--- src/rtl/adc_capture_ctrl.sv ---
// Triggered ADC acquisition sequencer: arms on start, decimates the sample stream,
// waits for a level/forced/timeout trigger, then streams a fixed-length capture to RAM.
module adc_capture_ctrl #(
  parameter int DATA_W  = 12,
  parameter int ADDR_W  = 10,
  parameter int AUTO_TO = 1000000
) (
  input  logic              clk_in,
  input  logic              rst,
  input  logic [DATA_W-1:0] sample,
  input  logic              sample_valid,
  input  logic              start,
  input  logic              abort,
  input  logic              force_trig,
  input  logic              auto_en,
  input  logic              trig_edge,
  input  logic [DATA_W-1:0] trig_level,
  input  logic [7:0]        decim,
  input  logic [ADDR_W-1:0] capture_len,
  output logic              wr_en,
  output logic [ADDR_W-1:0] wr_addr,
  output logic [DATA_W-1:0] wr_data,
  output logic              armed,
  output logic              busy,
  output logic              done,
  output logic              auto_trig
);

  localparam int TO_W = (AUTO_TO < 2) ? 1 : $clog2(AUTO_TO + 1);

  typedef enum logic [1:0] {
    IDLE      = 2'd0,
    WAIT_TRIG = 2'd1,
    CAPTURE   = 2'd2,
    DONE      = 2'd3
  } state_t;

  state_t            state_r;
  logic              edge_r;
  logic [DATA_W-1:0] level_r;
  logic [7:0]        decim_r;
  logic [ADDR_W-1:0] len_r;
  logic [7:0]        dec_cnt_r;
  logic [TO_W-1:0]   to_cnt_r;
  logic [DATA_W-1:0] prev_r;
  logic              prev_vld_r;
  logic              pend_r;
  logic              auto_pend_r;
  logic [ADDR_W-1:0] addr_nxt_r;
  logic              wr_en_r;
  logic [ADDR_W-1:0] wr_addr_r;
  logic [DATA_W-1:0] wr_data_r;
  logic              armed_r;
  logic              busy_r;
  logic              done_r;
  logic              auto_trig_r;

  logic              dec_hit_s;
  logic              level_hit_s;
  logic              to_hit_s;
  logic              trig_s;

  // Decimation strobe and trigger qualification for the current cycle
  always_comb begin
    dec_hit_s   = 1'b0;
    level_hit_s = 1'b0;
    to_hit_s    = 1'b0;
    trig_s      = 1'b0;
    if (sample_valid && (dec_cnt_r == 8'd0) &&
        ((state_r == WAIT_TRIG) || (state_r == CAPTURE))) begin
      dec_hit_s = 1'b1;
    end else begin
      dec_hit_s = 1'b0;
    end
    // The first decimated sample after arming only seeds prev_r
    if (!prev_vld_r) begin
      level_hit_s = 1'b0;
    end else if (edge_r) begin
      level_hit_s = (prev_r > level_r) && (sample <= level_r);
    end else begin
      level_hit_s = (prev_r < level_r) && (sample >= level_r);
    end
    if ((state_r == WAIT_TRIG) && auto_en && (to_cnt_r == TO_W'(AUTO_TO))) begin
      to_hit_s = 1'b1;
    end else begin
      to_hit_s = 1'b0;
    end
    if ((state_r == WAIT_TRIG) && dec_hit_s) begin
      trig_s = pend_r || force_trig || to_hit_s || level_hit_s;
    end else begin
      trig_s = 1'b0;
    end
  end

  // Capture sequencer with registered RAM strobe and status outputs
  always_ff @(posedge clk_in) begin
    if (rst) begin
      state_r     <= IDLE;
      edge_r      <= 1'b0;
      level_r     <= {DATA_W{1'b0}};
      decim_r     <= 8'd0;
      len_r       <= {ADDR_W{1'b0}};
      dec_cnt_r   <= 8'd0;
      to_cnt_r    <= {TO_W{1'b0}};
      prev_r      <= {DATA_W{1'b0}};
      prev_vld_r  <= 1'b0;
      pend_r      <= 1'b0;
      auto_pend_r <= 1'b0;
      addr_nxt_r  <= {ADDR_W{1'b0}};
      wr_en_r     <= 1'b0;
      wr_addr_r   <= {ADDR_W{1'b0}};
      wr_data_r   <= {DATA_W{1'b0}};
      armed_r     <= 1'b0;
      busy_r      <= 1'b0;
      done_r      <= 1'b0;
      auto_trig_r <= 1'b0;
    end else if (abort) begin
      state_r     <= IDLE;
      pend_r      <= 1'b0;
      auto_pend_r <= 1'b0;
      wr_en_r     <= 1'b0;
      armed_r     <= 1'b0;
      busy_r      <= 1'b0;
      done_r      <= 1'b0;
      auto_trig_r <= 1'b0;
    end else begin
      wr_en_r <= 1'b0;
      if (sample_valid && ((state_r == WAIT_TRIG) || (state_r == CAPTURE))) begin
        dec_cnt_r <= (dec_cnt_r == decim_r) ? 8'd0 : dec_cnt_r + 8'd1;
      end
      case (state_r)
        IDLE, DONE: begin
          if (start) begin
            state_r     <= WAIT_TRIG;
            edge_r      <= trig_edge;
            level_r     <= trig_level;
            decim_r     <= decim;
            len_r       <= capture_len;
            dec_cnt_r   <= 8'd0;
            to_cnt_r    <= {TO_W{1'b0}};
            prev_vld_r  <= 1'b0;
            pend_r      <= 1'b0;
            auto_pend_r <= 1'b0;
            armed_r     <= 1'b1;
            busy_r      <= 1'b1;
            done_r      <= 1'b0;
            auto_trig_r <= 1'b0;
          end else if (state_r == DONE) begin
            done_r <= 1'b1;
          end
        end
        WAIT_TRIG: begin
          if (auto_en && (to_cnt_r != TO_W'(AUTO_TO))) begin
            to_cnt_r <= to_cnt_r + TO_W'(1);
          end
          if (to_hit_s) begin
            pend_r      <= 1'b1;
            auto_pend_r <= 1'b1;
          end
          if (force_trig) begin
            pend_r <= 1'b1;
          end
          if (dec_hit_s) begin
            prev_r     <= sample;
            prev_vld_r <= 1'b1;
          end
          if (trig_s) begin
            wr_en_r     <= 1'b1;
            wr_addr_r   <= {ADDR_W{1'b0}};
            wr_data_r   <= sample;
            addr_nxt_r  <= ADDR_W'(1);
            pend_r      <= 1'b0;
            auto_pend_r <= 1'b0;
            auto_trig_r <= auto_pend_r || to_hit_s;
            armed_r     <= 1'b0;
            if (len_r == {ADDR_W{1'b0}}) begin
              state_r <= DONE;
              busy_r  <= 1'b0;
            end else begin
              state_r <= CAPTURE;
            end
          end
        end
        CAPTURE: begin
          if (dec_hit_s) begin
            wr_en_r    <= 1'b1;
            wr_addr_r  <= addr_nxt_r;
            wr_data_r  <= sample;
            addr_nxt_r <= addr_nxt_r + ADDR_W'(1);
            // Last address reached: stop before the counter can wrap
            if (addr_nxt_r == len_r) begin
              state_r <= DONE;
              busy_r  <= 1'b0;
            end
          end
        end
        default: begin
          state_r <= IDLE;
          armed_r <= 1'b0;
          busy_r  <= 1'b0;
        end
      endcase
    end
  end

  assign wr_en     = wr_en_r;
  assign wr_addr   = wr_addr_r;
  assign wr_data   = wr_data_r;
  assign armed     = armed_r;
  assign busy      = busy_r;
  assign done      = done_r;
  assign auto_trig = auto_trig_r;

endmodule

--- config.mk ---
export PLATFORM = sky130hd
export DESIGN_NAME = adc_capture_ctrl
export DESIGN_NICKNAME = d
export VERILOG_FILES = /design/src/rtl/adc_capture_ctrl.sv
export SDC_FILE = /design/constraint.sdc
export NUM_CORES = 1
export LEC_CHECK = 0
export CORE_AREA = 5 5 119 99
export CTS_BUF_LIST = sky130_fd_sc_hd__clkbuf_4 sky130_fd_sc_hd__clkbuf_8
export CTS_CLUSTER_DIAMETER = 120
export DETAILED_ROUTE_END_ITERATION = 16
export DIE_AREA = 0 0 124 104
export PLACE_DENSITY = 0.79
export SLEW_MARGIN = 25
export SYNTH_ARGS = -nofsm -noshare
export SYNTH_HDL_FRONTEND = slang
export SYNTH_SLANG_ARGS = --single-unit
--- constraint.sdc ---
create_clock -name clk_in -period 5.09 [get_ports clk_in]
set_input_delay 0.509 -clock clk_in [delete_from_list [all_inputs] [get_ports clk_in]]
set_output_delay 0.509 -clock clk_in [all_outputs]
set_load 0.05 [all_outputs]
Yosys cells after proc, flatten, opt, wreduce, memory -nomap -nowiden. Cells that the tools add are included.

Logic and storage cells: 127. Input port bits: 50. Flip-flop bits (word level): 113. Output and inout port bits: 27.

Bitwise logic cells: 1. Equality and inequality tests: 16. Magnitude comparators: 4. Reductions and logical operators: 33. Mux-type cells: 51. Add/sub/neg operators: 3.

Operators with widths (number): $mux 10 (4); $mux 20 (2); $pmux 10 s2 (2); $pmux 20 s2 (1); $mux 8 (4); $mux 12 (2); $pmux 12 s2 (1); $mux 1 (23); $add 20x1->20 const B (1); $eq 20x20->1 const B (1); $ne 20x20->1 const B (1); $reduce_and 4->1 (4); $reduce_and 3->1 (5); $ge 12x12->1 (1); $gt 12x12->1 (1); $le 12x12->1 (1); $lt 12x12->1 (1); $pmux 1 s2 (6); $add 10x1->10 const B (1); $eq 10x10->1 (1); $logic_not 10->1 (1); $logic_and 1x1->1 (9); $add 8x1->8 const B (1); $eq 8x8->1 (1); other kinds (17) (33).

Depth between registers and ports, before layout.
Word-level depth: 9. Depth in mapped cells: 12.

Worst setup path after synthesis. Ideal clock, no wire load.

Kind: in2reg. From: in sample[3]. To: reg wr_data_r[10], in the netlist wr_data[10]. Cell stages on the path: 10. Setup slack: 2.353 ns. Required time: 4.962 ns. Path buffers: 1. Arrival: 2.609 ns. Cells stage by stage: ha_1 > a21oi_1 > a31oi_1 > o31ai_1 > nand2b_1 > or4b_4 > a31oi_4 > buf_6 > mux2i_1 > nor2_1.

Longest elaborated chain between the ends: 8. Elaborated cells between the ends (all ways): 10.

RTL lines: start: declaration (RTL line 10) `input logic [DATA_W-1:0] sample,`; $ge 12x12->1 / $le 12x12->1 (equally long branches) (RTL line 81, 79); $logic_and 1x1->1, on equally long branches (RTL line 81, 79); $mux 1 (*) (RTL line 78) `end else if (edge_r) begin`; $mux 1 (*) (RTL line 76) `if (!prev_vld_r) begin`; $logic_or 1x1->1 (*) (RTL line 89) `trig_s = pend_r || force_trig || to_hit_s || level_hit_s;`; $mux 1 (*) (RTL line 88) `if ((state_r == WAIT_TRIG) && dec_hit_s) begin`; $ne 2x2->1 (no line) (*); $reduce_and 4->1 (no line) (*); end signal: assignment (RTL line 112) `wr_data_r <= {DATA_W{1'b0}};`; end signal: assignment (RTL line 170) `wr_data_r <= sample;`; end signal: assignment (RTL line 188) `wr_data_r <= sample;`; end: declaration (RTL line 52) `logic [DATA_W-1:0] wr_data_r;`.

Mark *: on every way between the ends. The rest lies on a longest branch, timed or not. A chain may end at the register's enable or synchronous reset.

Worst setup path after layout.
From: in sample[3]. To: reg wr_data_r[6], in the netlist wr_data[6].

Same word-level chain as after synthesis.

==> run summary <==
Final core occ: 0.651
Area growth syn-to-layout: 22.3%
Final worst path period share: 0.677
Antenna viol nets, final: 0
First-pass GRT wire length: 22600 um
Final WL: 13600 um
Critical path type: input port to flip-flop
Post-CTS Resized: 0
Max Slew Vio Count: 0
Slew headroom: 0.388
Vias post-DR: 4921
Starting density of the core: 0.532
Largest net degree at the start of global routing: 56
Post-synthesis cell count: 674
Routability cong.: 0.884
Combinational share of power: 0.116
Total Neg Setup Slack: 0 ps
CTS Root Cell: clkbuf_8
Post-DP HPWL: 9940 um
Post-CTS Setup Bufs: 0
Drt first pass iters: 4
Share of layout cells above drive strength 1: 0.0626
Number of fill cells: 900
Leakage: 2.76 nW
Post-synthesis sequential area ratio: 0.405
Top_reg_cell synth: dfxtp_1
Crit end category: flip-flop
Cell area after layout: 6840 um2
Clk pwr share: 0.445
Ant diodes: 0
Vias per cell: 5.50
GRT Util Overall: 0.217
Std cell rows: 34
PD cells: 307 nW/um2
H-tree depth: 4
Area post-placement: 6400 um2
Unique masters post-synth: 51
Hold/Removal Path Class: flip-flop to flip-flop
Nets: 820
Ys Warns: 0
Internal: 0.00158 W
Sequential share of power: 0.439
Vias in the first global route: 4919
DR DRC count: 0
Die ar.: 12900 um2
Critical Path RT: 5400 ps
Clock Skew: 11.6 ps
Netlist Area Pre-Place: 5590 um2
# IOs: 77
Worst Path Max Fanout: 22
Max incr delay on CP: 740 ps
Fmax: 0.290 GHz
CP Cell Sequence: clkdlybuf4s50_1 > ha_1 > a21oi_1 > a31oi_1 > o31ai_1 > nand2b_1 > or4b_4 > a31oi_4 > mux2i_1 > nor2_1
Die H: 104 um
Sw frac: 0.246
IO Port Bufs: 76
FFs w/ async S/R, synth: 0
Cell Count, Final, Fillers Out: 895
Antenna violations before repair: 0
Fin worst setup slack: 1640 ps
Sink Count: 113
Total gr overflow: 0
Syn_area_per_cell: 8.29 um2
Post-placement cell count: 863
Worst EP arrival: 3750 ps
Unrepaired setup endpoints after global routing: no
Die X: 124 um
CTS tree: done
CTS clk-pin slew, worst paths: 70 ps
Core Area: 10500 um2
Place WS: 1230 ps
Initial DRC Count: 318
Critical Path Source Type: input port
Fin. Hold Viols: 0
Status: complete, no violations
Maximum vdd drop: 169 uV
Max-cap check violation count: 0
Clk_lat worst skew: 440 ps
Final setup violation count: 0
Worst-margin pin slew: 919 ps
CTS Buffer Depth: 2
Number of synthesized flops with an enable pin: 0
Drt wl/cell: 15.2 um
P_sw: 0.000517 W
Min Clock Period, post-route: 3450 ps
Number of synthesized register bits: 113
# hold bufs at CTS: 0
Worst path slowest cell: a31oi_4
Syn nets: 756
Number of CTS-inserted buffers: 17
==> power groups by stage <==
stage / registers [W] / clock network [W] / logic (W)
after floorplan: 0.000954 / 0 / 0.000137
after global placement: 0.000940 / 0 / 0.000233
after detailed placement: 0.000941 / 0 / 0.000240
after CTS: 0.000921 / 0.000947 / 0.000242
after global routing: 0.000923 / 0.000990 / 0.000267
final: 0.000921 / 0.000934 / 0.000243
==> cell families after synthesis <==
kind of cell	Yosys count	share of synthesized area
xor gates and xnor gates	37	0.0580
and+or+nand+nor	276	0.238
muxes	27	0.0483
buffers and inverters	65	0.0477
AOI/OAI and AO/OA	124	0.132
DFF	113	0.405
adders and majority gates	32	0.0716
==> cell type report <==
cell class / count / area (um2) / area share
clock buffers: 21 / 283 / 0.0413
flip-flops and latches: 113 / 2260 / 0.331
inverters: 32 / 120 / 0.0176
multi-input cells: 496 / 3060 / 0.448
repair buffers: 78 / 771 / 0.113
well taps: 144 / 180 / 0.0263
clock inverters: 11 / 159 / 0.0232
==> worst max-delay path: cells and delay by family <==
kind            cells  cell delay (ps)
simple gates        3              690
buf+inv             1              460
fa+ha+maj           1              380
compound gates      4             1450
mux                 1              270
==> layout by cell type, fill, tap and decap left out, types with 2 or more instances in the layout <==
| cell type | n |
|---|---|
| dfxtp_1 | 113 |
| nand2_1 | 100 |
| clkdlybuf4s50_1 | 75 |
| a21oi_1 | 66 |
| nor2_1 | 65 |
| ha_1 | 32 |
| inv_1 | 31 |
| mux2i_1 | 27 |
| nand3_1 | 26 |
| o21ai_0 | 24 |
| xor2_1 | 24 |
| clkbuf_8 | 20 |
| nand4_1 | 19 |
| xnor2_1 | 13 |
| nor3_1 | 12 |
| and3_1 | 12 |
| o31ai_1 | 9 |
| or3_1 | 8 |
| nor4_1 | 6 |
| clkinv_2 | 6 |
| nor2b_1 | 5 |
| a21o_1 | 4 |
| a211oi_1 | 4 |
| bufinv_16 | 4 |
| nand4b_1 | 3 |
| a31oi_1 | 3 |
| nand2b_1 | 3 |
| a211o_1 | 3 |
| or2_2 | 2 |
| nor4b_1 | 2 |
| o21bai_1 | 2 |
| o211ai_1 | 2 |
| and4_1 | 2 |
| or4_1 | 2 |
| buf_4 | 2 |
==> layer usage <==
metal	GRT usage	routed length (um)
met5	0	0
met4	0.0555	162
met3	0.0604	734
met2	0.360	6670
met1	0.276	6050
==> synth_stat cells, drive strengths merged (5+ instances only) <==
master | number | area [um2]
a21oi | 66 | 330
and3 | 12 | 75.1
buf | 9 | 56.3
clkbuf | 24 | 90.1
dfxtp | 113 | 2260
ha | 32 | 400
inv | 32 | 120
mux2i | 27 | 270
nand2 | 100 | 375
nand3 | 26 | 130
nand4 | 19 | 119
nor2 | 66 | 248
nor2b | 5 | 31.3
nor3 | 12 | 60.1
nor4 | 7 | 58.8
o21ai | 24 | 120
o31ai | 9 | 67.6
or3 | 9 | 61.3
xnor2 | 13 | 114
xor2 | 24 | 210
==> registers in the layout, summed over array words and instances (netlist names), 2 cells and up <==
register and flops:
dec_cnt_r 8, wr_data 12, level_r 12, prev_r 12, len_r 10, decim_r 8, to_cnt_r 20, wr_addr 10
state_r 2, addr_nxt_r 10
==> final timing paths <==
| path | slack (ps) | cells after the start | startpoint | to |
|---|---|---|---|---|
| setup reg to reg | 1800 | 10 | level_r[7]$_SDFFE_PP0P_ | wr_data[6]$_SDFFE_PP0P_ |
| hold / removal | 450 | 2 | wr_addr[3]$_SDFFE_PP0P_ | wr_addr[3]$_SDFFE_PP0P_ |
| setup / recovery | 1640 | 10 | sample[3] | wr_data[6]$_SDFFE_PP0P_ |
| hold reg to reg | 450 | 2 | wr_addr[3]$_SDFFE_PP0P_ | wr_addr[3]$_SDFFE_PP0P_ |
==> per-stage QoR <==
stage	hold slack (ps)	total power (W)
after global placement	444	0.00117
after floorplan	436	0.00109
after global routing	484	0.00218
after CTS	458	0.00211
final	453	0.00210
after detailed placement	447	0.00118
No activity file was read; power rests on OpenSTA's default activity.
